[src/rtl/aes_block_source.sv]
// Block source: accepts a 128-bit plaintext block plus AES-128 key and streams
// both out as four 32-bit words each over independent valid/ready channels.
module aes_block_source #(
    parameter int CNT_WIDTH = 16
) (
    input  logic                 clk_i,
    input  logic                 rst_i,
    input  logic                 clear_i,
    input  logic                 blk_valid_i,
    output logic                 blk_ready_o,
    input  logic [127:0]         blk_data_i,
    input  logic [127:0]         blk_key_i,
    output logic                 word_valid_o,
    input  logic                 word_ready_i,
    output logic [31:0]          word_data_o,
    output logic [3:0]           word_strb_o,
    output logic                 key_valid_o,
    input  logic                 key_ready_i,
    output logic [31:0]          key_data_o,
    output logic [3:0]           key_strb_o,
    output logic                 busy_o,
    output logic [CNT_WIDTH-1:0] blk_cnt_o
);

    typedef enum logic {
        IDLE = 1'b0,
        SEND = 1'b1
    } state_t;

    state_t               state;
    logic [127:0]         data_q;
    logic [127:0]         key_q;
    logic [2:0]           word_idx;
    logic [2:0]           key_idx;
    logic [CNT_WIDTH-1:0] cnt;

    // Word 0 sits in the top 32 bits; index 4 means the stream is exhausted.
    function automatic logic [31:0] pick_word(input logic [127:0] v, input logic [1:0] i);
        case (i)
            2'd0:    pick_word = v[127:96];
            2'd1:    pick_word = v[95:64];
            2'd2:    pick_word = v[63:32];
            default: pick_word = v[31:0];
        endcase
    endfunction

    logic word_fire;
    logic key_fire;

    always_comb begin
        blk_ready_o  = (state == IDLE);
        busy_o       = (state == SEND);
        word_valid_o = (state == SEND) && (word_idx < 3'd4);
        key_valid_o  = (state == SEND) && (key_idx < 3'd4);
        word_data_o  = pick_word(data_q, word_idx[1:0]);
        key_data_o   = pick_word(key_q, key_idx[1:0]);
        word_strb_o  = 4'hF;
        key_strb_o   = 4'hF;
        blk_cnt_o    = cnt;
        word_fire    = word_valid_o && word_ready_i;
        key_fire     = key_valid_o && key_ready_i;
    end

    always_ff @(posedge clk_i) begin
        if (rst_i) begin
            state    <= IDLE;
            data_q   <= '0;
            key_q    <= '0;
            word_idx <= '0;
            key_idx  <= '0;
            cnt      <= '0;
        end else if (clear_i) begin
            // Soft clear drops the block in flight but keeps the completed count.
            state    <= IDLE;
            data_q   <= '0;
            key_q    <= '0;
            word_idx <= '0;
            key_idx  <= '0;
        end else begin
            case (state)
                IDLE: begin
                    if (blk_valid_i) begin
                        data_q   <= blk_data_i;
                        key_q    <= blk_key_i;
                        word_idx <= '0;
                        key_idx  <= '0;
                        state    <= SEND;
                    end
                end
                SEND: begin
                    if (word_fire) word_idx <= word_idx + 3'd1;
                    if (key_fire)  key_idx  <= key_idx + 3'd1;
                    if (word_idx == 3'd4 && key_idx == 3'd4) begin
                        state <= IDLE;
                        cnt   <= cnt + CNT_WIDTH'(1);
                    end
                end
                default: state <= IDLE;
            endcase
        end
    end

endmodule
[config.mk]
export PLATFORM = sky130hd
export DESIGN_NAME = aes_block_source
export DESIGN_NICKNAME = d
export VERILOG_FILES = /design/src/rtl/aes_block_source.sv
export SDC_FILE = /design/constraint.sdc
export NUM_CORES = 1
export LEC_CHECK = 0
export ABC_AREA = 0
export CORE_UTILIZATION = 30
export DETAILED_ROUTE_END_ITERATION = 8
export MAX_ROUTING_LAYER = met4
export PLACE_DENSITY_LB_ADDON = 0.3
export REMOVE_ABC_BUFFERS = 1
export SETUP_SLACK_MARGIN = 0.05
export SKIP_LAST_GASP = 1
export SYNTH_ARGS = -nofsm -noshare
export SYNTH_HDL_FRONTEND = slang
export SYNTH_SLANG_ARGS = --single-unit
[constraint.sdc]
create_clock -name clk_i -period 2.3 [get_ports clk_i]
set_input_delay 0.575 -clock clk_i [delete_from_list [all_inputs] [get_ports clk_i]]
set_output_delay 0.575 -clock clk_i [all_outputs]
set_load 0.005 [all_outputs]
Word-level counts from Yosys, hierarchy flattened
Cells that the tools add are included.
{"block": "word_totals", "regBits": 279, "out_inout_bits": 92, "elab_cells": 44}
{"block": "op_classes", "n_addsub": 3, "magnitude_cmp": 2, "n_eq_ne": 9, "mux": 10, "bitwise_logic": 2, "n_reduce_logical": 12}
{"cell": "$pmux 32 s3", "n": 2}
{"cell": "$add 16x1->16 const B", "n": 1}
{"cell": "$pmux 3 s2", "n": 2}
{"cell": "$mux 3", "n": 3}
{"cell": "$add 3x1->3 const B", "n": 2}
{"cell": "$eq 3x3->1 const B", "n": 2}
{"cell": "$lt 3x3->1 const B", "n": 2}
{"cell": "$reduce_and 2->1", "n": 3}
{"cell": "$logic_and 1x1->1", "n": 5}
{"cell": "$eq 2x1->1 const B", "n": 2}
{"cell": "$eq 2x2->1 const B", "n": 2}
{"cell": "$logic_not 2->1", "n": 2}
{"cell": "$ne 2x1->1 const B", "n": 2}
{"cell": "$reduce_and 3->1", "n": 1}
{"cell": "$mux 1", "n": 2}
{"cell": "$ne 2x2->1 const B", "n": 1}
{"cell": "$not 1->1", "n": 2}
{"cell": "$pmux 1 s2", "n": 1}
{"cell": "$reduce_or 2->1", "n": 1}

Depth between registers and ports, before layout
{"block": "logic_depth", "word_depth": 5, "ltp_mapped": 7, "ltp_nobuf": 6}

Worst setup path after synthesis
No wires, ideal clock.
{"block": "synth_path", "kind": "flip-flop to output port", "from": "register key_idx[0]", "to": "output key_data_o[10]", "arrival_ns": 1.443, "t_required_ns": 1.725, "setup_slack_ns": 0.282, "stages_incl_launch_ff": 5, "n_path_buf": 2, "cell_sequence": "dfxtp_1 ha_1 clkbuf_1 clkbuf_1 mux2i_1"}
{"block": "synth_between", "elab_chain_cells": 2, "elab_cells_between_ends": 4, "classes_between": "eq/ne (2); mux (1); reduce/logical (1)"}
{"element": "start, declared", "line": "34", "text": "logic [2:0] key_idx;"}
{"element": "start signal, assigned", "line": "92", "text": "if (key_fire) key_idx <= key_idx + 3'd1;"}
{"element": "$eq 2x2->1 (tied with other cells)", "line": "39", "text": "case (i)"}
{"element": "$pmux 32 s3 (*)", "line": "39"}
{"element": "end, declared", "line": "19", "text": "output logic [31:0] key_data_o,"}
Every way passes the cells marked *; elsewhere a longest branch is shown, timed or not.

Worst setup path in the final report
{"block": "layout_path", "from": "register key_idx[0]", "to": "output key_data_o[21]"}
Same word-level chain as after synthesis.

==> reports/summary.txt <==
Max cap viols = 0
Final nets = 2,102
Syn avg cell area = 7.88 sq um
Final Hold Fails = 0
Synth Cell Area = 0.0116 sq mm
Register area share after synthesis = 48.1%
Placed standard-cell area = 0.0159 sq mm
Worst hold stages = 2
Synth top cells by count = nand2_1 (516), dfxtp_1 (279), a21oi_1 (267)
Signal arrival time at the worst endpoint = 2130 ps
Global-route wire length before repair = 61,500 um
Slew margin rel. = 64.2%
Hold slack final = 453 ps
Async S/R FF share, synth = 0%
DR vias = 11.5k
Core area = 0.0378 sq mm
Critical path depth = 6
Clock Sinks = 279
Hold Buf Count CTS = 0
Post-synth EDFFs = 0
Initial Util = 30.7%
Clk_lat worst skew = 550 ps
Delay-heaviest family, CP = compound AO/OA/AOI/OAI gates
Clk_skew = 10.4 ps
Least-Margin Pin Slew = 537 ps
Peak supply drop = 0.531 mV
RSZ-0062 raised after global routing = yes
Worst hold path class = reg -> reg
IO Pins = 354
Post-Syn Instances = 1,473
Reg2reg start = word_idx[1]
Fin crit share = 118%
Top post-synthesis cells by area = dfxtp_1 (48%), nand2_1 (17%), a21oi_1 (12%), mux2i_1 (5.6%), a222oi_1 (5.5%)
Reg2reg setup slack = 270 ps
Slowest stage delay, CP = 510 ps
Die Ht = 199 um
Worst path bufs/invs = 3
Cell leakage power = 6.40 nW
Top-count cell post-synth = nand2_1
Slowest cell on crit path = a222oi_1
Largest net degree at the start of global routing = 50
Main synth FF type = dfxtp_1
Site row count = 71
TritonCTS clock tree = yes
Die X-Extent = 199 um
CP Capture Type = output pin
Initial antenna violation count = 4
Routability congestion estimate = 0.838
IO Port Bufs = 345
Area Overhead vs Synth = 50.9%
Drt wl/cell = 17.3 um
Final ANT Viol Nets = 0
Residual DRC count = 0
Dpl ws = -274 ps
Crit path time final = 2710 ps
Final Setup Violations = 64
Longest Clk Path Bufs = 3
WL final = 41,000 um
Critical path cell sequence = inv_4 > ha_4 > buf_12 > a222oi_1 > mux2i_1 > buf_2
Count of unique library cells instantiated by Yosys = 38
Final instance area = 0.0175 sq mm
Post-synth top area share = 48.1%
Fin cells = 2,369
DRT Pass-1 Iters = 6
Final worst slack = -407 ps
Grt total ovfl = 0
H-tree depth = 1
Hold EP = data_q[86]
Worst-case reg-to-reg path depth = 9
Synthesis warning total = 0
Power Dens Cells = 640 mW/mm^2
Critical setup path kind = reg -> out
Die area = 0.0395 sq mm
CTS clk-pin slew, worst paths = 60 ps
Critical Path RT = 1730 ps
Status = complete, but fails checks
Max Clk Rate = 369 MHz
Max Slew Vio Count = 0
Hold Startpoint = data_q[86]
Critical path launch point type = flop
Starting DRT DRC Count = 923
Post-DP HPWL = 26,000 um
Num CTS Buffers = 31
Total track usage = 20.5%
Via/cell ratio = 4.87
Power, Total = 11.2 mW
Crit-path max FO = 4
R2R Path End = blk_cnt_o[15]
Cell count after placement = 2,265
Vias in the first global route = 11.0k
Top cell type by total area after synthesis = dfxtp_1
Root Buffer Master = clkbuf_16
Share of cells above drive strength 1 = 12.9%
Failing checks = negative setup slack
Number of synthesized register bits = 279
## layer usage
layer	part of all wire, %	track usage [%]	vias up
li1	-	-	5674
met1	44	26.4	5446
met2	48	33.5	363
met4	2.2	6.21	0
met3	5.7	2.56	56
met5	0	-	-
## flip-flops by register name, summed over array words and instances (netlist names)
signal / count
data_q: 128
blk_cnt_o: 16
busy_o: 1
key_q: 128
word_idx: 3
key_idx: 3
## worst max-delay path by stage
stage / startpoint / to / slack (ps)
CTS: key_idx[0] / key_data_o[21] / -470
global route: key_idx[0] / key_data_o[21] / -530
finish: key_idx[0] / key_data_o[21] / -410
detailed placement: key_idx[0] / key_data_o[21] / -270
floorplan: rst_i / key_idx[2] / -2970
global placement: key_idx[0] / key_data_o[21] / -260
## worst reg2reg max path: cells and delay by family (launching register included)
kind / cells / cell delay, ps
AOI/OAI and AO/OA: 1 / 140
buffers and inverters: 4 / 460
adders and majority gates: 1 / 220
and+or+nand+nor: 3 / 780
DFF: 1 / 360
## cell usage in the layout, fill, tap and decap left out, types with 4 or more instances in the layout
cell	Yosys	routed
a21oi_1	267	267
a222oi_1	64	64
buf_12	0	33
buf_16	0	13
buf_2	52	56
buf_4	9	35
buf_6	1	15
clkbuf_1	61	8
clkbuf_16	0	33
clkbuf_2	0	7
clkbuf_8	0	9
clkdlybuf4s50_1	0	279
conb_1	1	8
dfxtp_1	279	275
diode_2	0	5
ha_4	0	8
inv_1	69	65
inv_4	0	4
mux2i_1	65	63
nand2_1	516	516
nand3_1	13	13
nor2_1	14	12
nor3_1	5	5
o21ai_0	6	6
or3_1	4	4
xnor2_1	5	5
## power breakdown
group / internal, mW / switching (mW)
clock: 2.87 / 1.99
sequential: 4.97 / 0.0748
combinational: 0.700 / 0.594
## per-stage QoR
stage	util, %	TNS (ps)
finish	46.3	-19880
global route	46.3	-26020
CTS	45.9	-23350
detailed placement	42.1	-3620
global placement	42.1	-2800
floorplan	-	-723720
## cell type report
class,count,area (sq um)
antenna,5,12.5
tap,511,639
clock inverter,7,71.3
timing repair buffer,444,4650
clock buffer,48,930
multi-input combinational,1005,5340
fill,3707,20300
inverter,70,273
sequential,279,5600
## cells by family (layout without fill, tap and decap cells)
logic type                 after synthesis  in the layout  synth area share (%)
muxes                                   66             66                  5.70
xor gates and xnor gates                 8              8                 0.604
other                                    1             13                0.0323
DFF                                    279            279                  48.1
buffers and inverters                  196            569                  7.26
adders and majority gates                9              9                 0.970
AOI/OAI and AO/OA                      339            339                  17.4
and+or+nand+nor                        575            575                  19.9
## what timing repair did
item | CTS | global route
pin swaps | 65 | 33
endpoints found under the setup margin | 66 | 65
buffers inserted | 15 | 15
cloned | 14 | 2
gates resized for setup | 281 | 34
Power figures use the tool's default switching activity.
